--- src/rtl/shift_pkg.sv ---
// shift_pkg: op and FSM state encodings shared by seq_shifter and shift_step
package shift_pkg;
    typedef enum logic [1:0] {OP_SLL = 2'b00, OP_SRL = 2'b01, OP_SRA = 2'b10, OP_ROR = 2'b11} op_t;
    typedef enum logic [1:0] {IDLE = 2'b00, SHIFT = 2'b01, DONE = 2'b10} state_t;
endpackage

--- src/rtl/shift_step.sv ---
// shift_step: combinational single-cycle shift of a by amt (0..STEP) positions
// Ports: a (operand), op (SLL/SRL/SRA/ROR), amt (positions this cycle), y (shifted value)
// ROR logic exists only when SEQ_SHIFTER_ROTATE_EN is defined; otherwise op=ROR passes a through.
module shift_step
    import shift_pkg::*;
#(
    parameter int N    = 32,
    parameter int STEP = 1,
    parameter int AW   = $clog2(STEP + 1)
) (
    input  logic [N-1:0]  a,
    input  op_t           op,
    input  logic [AW-1:0] amt,
    output logic [N-1:0]  y
);
    // kept as its own signal so the arithmetic shift is not made unsigned by the select
    logic signed [N-1:0] sra;
    logic        [N-1:0] ror;
    assign sra = $signed(a) >>> amt;
`ifdef SEQ_SHIFTER_ROTATE_EN
    logic [2*N-1:0] dbl;
    assign dbl = {a, a} >> amt;
    assign ror = dbl[N-1:0];
`else
    assign ror = a;
`endif
    always_comb begin
        y = op == OP_SLL ? a << amt :
            op == OP_SRL ? a >> amt :
            op == OP_SRA ? sra : ror;
    end
endmodule

--- src/rtl/seq_shifter.sv ---
// seq_shifter: multi-cycle shifter moving at most STEP bit positions per clock
// Ports: clk, rst (async active-low), start, op (00 SLL, 01 SRL, 10 SRA, 11 ROR),
//        a, shamt -> busy (in SHIFT), done (one-cycle pulse), result (held until next start)
// Define SEQ_SHIFTER_ROTATE_EN to enable ROR; otherwise op=11 completes as a zero-amount shift.
module seq_shifter
    import shift_pkg::*;
#(
    parameter int N    = 32,
    parameter int STEP = 1
) (
    input  logic                 clk,
    input  logic                 rst,
    input  logic                 start,
    input  logic [1:0]           op,
    input  logic [N-1:0]         a,
    input  logic [$clog2(N)-1:0] shamt,
    output logic                 busy,
    output logic                 done,
    output logic [N-1:0]         result
);
    localparam int SW = $clog2(N);
    localparam int AW = $clog2(STEP + 1);
    // STEP may equal N, which needs one bit more than the remaining-count register
    localparam logic [SW:0] STEP_W = (SW + 1)'(STEP);
    state_t        state, state_n;
    op_t           op_q;
    logic [N-1:0]  work, step_y;
    logic [SW-1:0] rem, shamt_eff;
    logic [AW-1:0] amt;
    logic          accept, last;
`ifdef SEQ_SHIFTER_ROTATE_EN
    assign shamt_eff = shamt;
`else
    assign shamt_eff = op == OP_ROR ? '0 : shamt;
`endif
    assign accept = start && state != SHIFT;
    assign last   = {1'b0, rem} <= STEP_W;
    // when last, rem <= STEP so it fits in AW bits
    assign amt    = last ? AW'(rem) : AW'(STEP);
    shift_step #(.N(N), .STEP(STEP), .AW(AW)) u_step (
        .a  (work),
        .op (op_q),
        .amt(amt),
        .y  (step_y)
    );
    always_comb begin
        state_n = accept ? (shamt_eff != '0 ? SHIFT : DONE) :
                  state == SHIFT ? (last ? DONE : SHIFT) : IDLE;
    end
    always_ff @(posedge clk or negedge rst) begin
        if (!rst) begin
            state <= IDLE;
            op_q  <= OP_SLL;
            work  <= '0;
            rem   <= '0;
        end else begin
            state <= state_n;
            if (accept) begin
                work <= a;
                op_q <= op_t'(op);
                rem  <= shamt_eff;
            end else if (state == SHIFT) begin
                work <= step_y;
                rem  <= rem - SW'(amt);
            end
        end
    end
    assign busy   = state == SHIFT;
    assign done   = state == DONE;
    assign result = work;
endmodule

--- config.mk ---
export PLATFORM = sky130hd
export DESIGN_NAME = seq_shifter
export DESIGN_NICKNAME = d
export VERILOG_FILES = /design/src/rtl/shift_pkg.sv /design/src/rtl/shift_step.sv /design/src/rtl/seq_shifter.sv
export SDC_FILE = /design/constraint.sdc
export NUM_CORES = 1
export LEC_CHECK = 0
export CORE_UTILIZATION = 50
export CTS_CLUSTER_DIAMETER = 40
export DETAILED_ROUTE_END_ITERATION = 12
export HOLD_SLACK_MARGIN = 0.08
export PLACE_DENSITY_LB_ADDON = 0.05
export SLEW_MARGIN = 10
export SYNTH_ARGS = -nofsm -noshare
export SYNTH_HDL_FRONTEND = slang
export SYNTH_HIERARCHICAL = 1
export SYNTH_SLANG_ARGS = --single-unit
--- constraint.sdc ---
create_clock -name clk -period 2.25 [get_ports clk]
set_clock_uncertainty 0.15 [all_clocks]
set_input_delay 0.45 -clock clk [delete_from_list [all_inputs] [get_ports clk]]
set_output_delay 0.45 -clock clk [all_outputs]
set_load 0.01 [all_outputs]
==> insert_results.sql <==
INSERT INTO impl_metrics (metric_group, metric, value, unit) VALUES
('grt', 'global_route.usage.total', '25.5', '%'),
('grt', 'globalRoute.totalOverflow', '0', ''),
('synth', 'synth-edff-count', '0', ''),
('routing', 'routed_wl', '7650', 'um'),
('setup_path', 'path_delay_family', 'buffers and inverters', ''),
('grt', 'initial_antenna_violation_count', '0', ''),
('synth', 'synth_async_sr_flop_share', '100', '%'),
('synth', 'ys_seq_elements', '41', ''),
('setup_path', 'cp_max_fanout', '3', ''),
('clocking', 'cts_post_setup_buffers_inserted', '0', ''),
('setup_path', 'path_class', 'reg2out', ''),
('routing', 'drt_first_pass_iters', '4', ''),
('synth', 'synth_cells', '336', ''),
('place', 'post-place-ws', '0.251', 'ns'),
('synth', 'synth.cell_area', '0.00300', 'sq mm'),
('synth', 'synth_largest_type_area_fraction', '34.3', '%'),
('cells_and_area', 'synth_to_layout_area_growth', '28.4', '%'),
('floorplanning', 'floorplan.die.width', '79.4', 'um'),
('grt', 'via_count_of_the_first_global_routing_pass', '2793', ''),
('synth', 'most_frequently_used_cell_type_in_the_post_synthesis_netlist', 'o22ai_1', ''),
('floorplanning', 'ioPinCount', '76', ''),
('place', 'port-buffer-count', '75', ''),
('grt', 'first_pass_grt_wire_length', '12900', 'um'),
('sta', 'grt_setup_unrepaired', 'false', ''),
('synth', 'synth_fp_nets', '379', ''),
('run', 'drv.max_cap_violation_count', '0', ''),
('clocking', 'cts_inserted_buffers', '5', ''),
('routing', 'vias_per_cell', '6.10', ''),
('sta', 'holdWs', '0.422', 'ns'),
('clocking', 'clkLatencyLatePin', '0.30', 'ns'),
('setup_path', 'critical_path.max_stage_delay', '0.52', 'ns'),
('synth', 'synth_top_cells_by_count', '59 x o22ai_1, 41 x dfrtp_1, 37 x nand2_1, 33 x o21ai_0, 32 x mux2i_1', ''),
('pwr', 'power_density', '1600', 'mW/mm^2'),
('setup_path', 'critical_path.endpoint_type', 'output pin', ''),
('synth', 'sequential_element_share_of_the_synthesized_area', '34.3', '%'),
('sta', 'fmax', '0.479', 'GHz'),
('synth', 'synth.distinct_cells', '39', ''),
('sta', 'normalized_max_slew_margin', '56.8', '%'),
('clocking', 'cts.clk_slew.worst_paths', '0.08', 'ns'),
('routing', 'post_drt_wl_per_cell', '16.0', 'um'),
('routing', 'dr.first_iter.drc_count', '172', ''),
('sta', 'drv_slew', '0', ''),
('synth', 'synth.yosys.warnings', '6', ''),
('grt', 'grt_max_degree', '74', ''),
('setup_path', 'critPathArrivalTime', '1.49', 'ns'),
('clocking', 'max-clock-path-buffers', '2', ''),
('floorplanning', 'core_area', '0.00564', 'sq mm'),
('sta', 'totalNegativeSetupSlack', '0', 'ns'),
('pwr', 'static-leakage-power', '0.00159', 'uW'),
('outcome', 'run_status', 'finished clean', ''),
('setup_path', 'cell_type_of_the_slowest_stage_on_the_worst_timing_path', 'clkdlybuf4s50_1', ''),
('clocking', 'clock_tree_from_tritoncts', 'built', ''),
('cells_and_area', 'design.final.nets', '447', ''),
('cells_and_area', 'antenna-diode-count', '0', ''),
('cells_and_area', 'nFillCells', '452', ''),
('setup_path', 'cp_num_buf_inv', '2', ''),
('cells_and_area', 'post_route_cells_drive_above_1_share', '15.6', '%'),
('routing', 'drt_drc_violations_left', '0', ''),
('clocking', 'clock_tree.htree_level_count', '2', ''),
('floorplanning', 'dieHeight', '79.4', 'um'),
('place', 'hpwlAfterDp', '5120', 'um'),
('sta', 'setup_slack', '0.162', 'ns'),
('sta', 'finalCritPeriodShare', '92.8', '%'),
('floorplanning', 'die_area', '0.00630', 'sq mm'),
('routing', 'ant_nets', '0', ''),
('pwr', 'fin_total_pwr', '6140', 'uW'),
('sta', 'final_setup_violation_count', '0', ''),
('place', 'gp_congestion', '0.848', ''),
('pwr', 'worst_vdd_drop', '1.30', 'mV'),
('sta', 'hold_viol_final', '0', ''),
('sta', 'max_slew.worst_pin.slew', '0.648', 'ns');
-- flip-flops by register name (all words and copies together), names as in the netlist --
name	count
rem	5
op_q	2
result	32
state	2
-- metal layers --
metal	global-route usage, %	vias to the layer above	wire length, um
li1	-	1403	-
met1	33.6	1387	3460
met2	42.3	105	3690
met3	3.77	13	362
met4	9.09	0	126
met5	0	-	0
-- report_power, final --
group	leakage [uW]	switching, uW	internal [uW]
clock network	0.0000450	265	215
registers	0.000491	672	1130
logic	0.00105	1870	1990
-- cell usage in the layout, fill, tap and decap left out, types with 2 or more instances in the layout --
cell type,netlist,layout
a21oi_1,31,31
and2_1,2,2
nand2b_1,5,5
buf_4,9,16
nand2_1,37,37
dfrtp_1,41,41
clkbuf_8,0,5
clkdlybuf4s50_1,0,73
mux2i_1,32,32
nor2_1,7,7
o22ai_1,59,59
o21ai_0,33,33
buf_2,10,2
mux2_2,29,29
clkinv_2,0,2
nand4_1,2,2
inv_1,3,3
inv_2,2,2
a211oi_1,2,2
-- worst min-delay path: cells and delay by family --
family	cells	cell delay, ns
buffers and inverters	1	0.15
and+or+nand+nor	1	0.12
AOI/OAI and AO/OA	1	0.09
-- logic make-up (layout without fill, tap and decap cells) --
logic type,count (synthesis),in the layout,share of synthesized area (%)
AOI/OAI and AO/OA,136,136,26.9
xor gates and xnor gates,1,1,0.292
adders and majority gates,1,1,0.418
buffers and inverters,36,105,7.10
DFF,41,41,34.3
muxes,61,61,21.6
and+or+nand+nor,60,60,9.48
-- worst paths after layout --
| check | startpoint | endpoint | slack, ns | cells after the start |
|---|---|---|---|---|
| max in group asynchronous | rst | result[31] | 0.91 | 3 |
| min reg2reg | rem[4] | rem[4] | 0.44 | 1 |
| min in group asynchronous | rst | result[17] | 0.49 | 2 |
| min | start | rem[3] | 0.42 | 3 |
| max | state[1] | busy | 0.16 | 3 |
| max reg2reg | rem[1] | rem[4] | 0.21 | 7 |
-- metrics by stage --
stage          cell area, sq um  std cells  util, %
2_1_floorplan              3000        336        -
3_3_place_gp               3750        468     66.5
3_5_place_dp               3750        468     66.5
4_1_cts                    3840        477     68.2
5_1_grt                    3840        477     68.2
6_report                   3840        477     68.2
-- what timing repair did --
item | in CTS | in global routing
resized for setup | 0 | 1
hold endpoints to repair | 20 | 0
setup endpoints to repair | 0 | 1
hold buffers | 1 | 0
-- layout make-up --
type	instances	area (sq um)	area share, %
Multi-Input combinational cell	259	1760	45.7
Sequential cell	41	1030	26.7
Timing Repair Buffer	92	871	22.6
Tap cell	72	90.1	2.34
Clock buffer	6	72.6	1.89
Inverter	5	18.8	0.488
Clock inverter	2	10.0	0.260
Note: power is estimated with default switching activity, not from simulation.
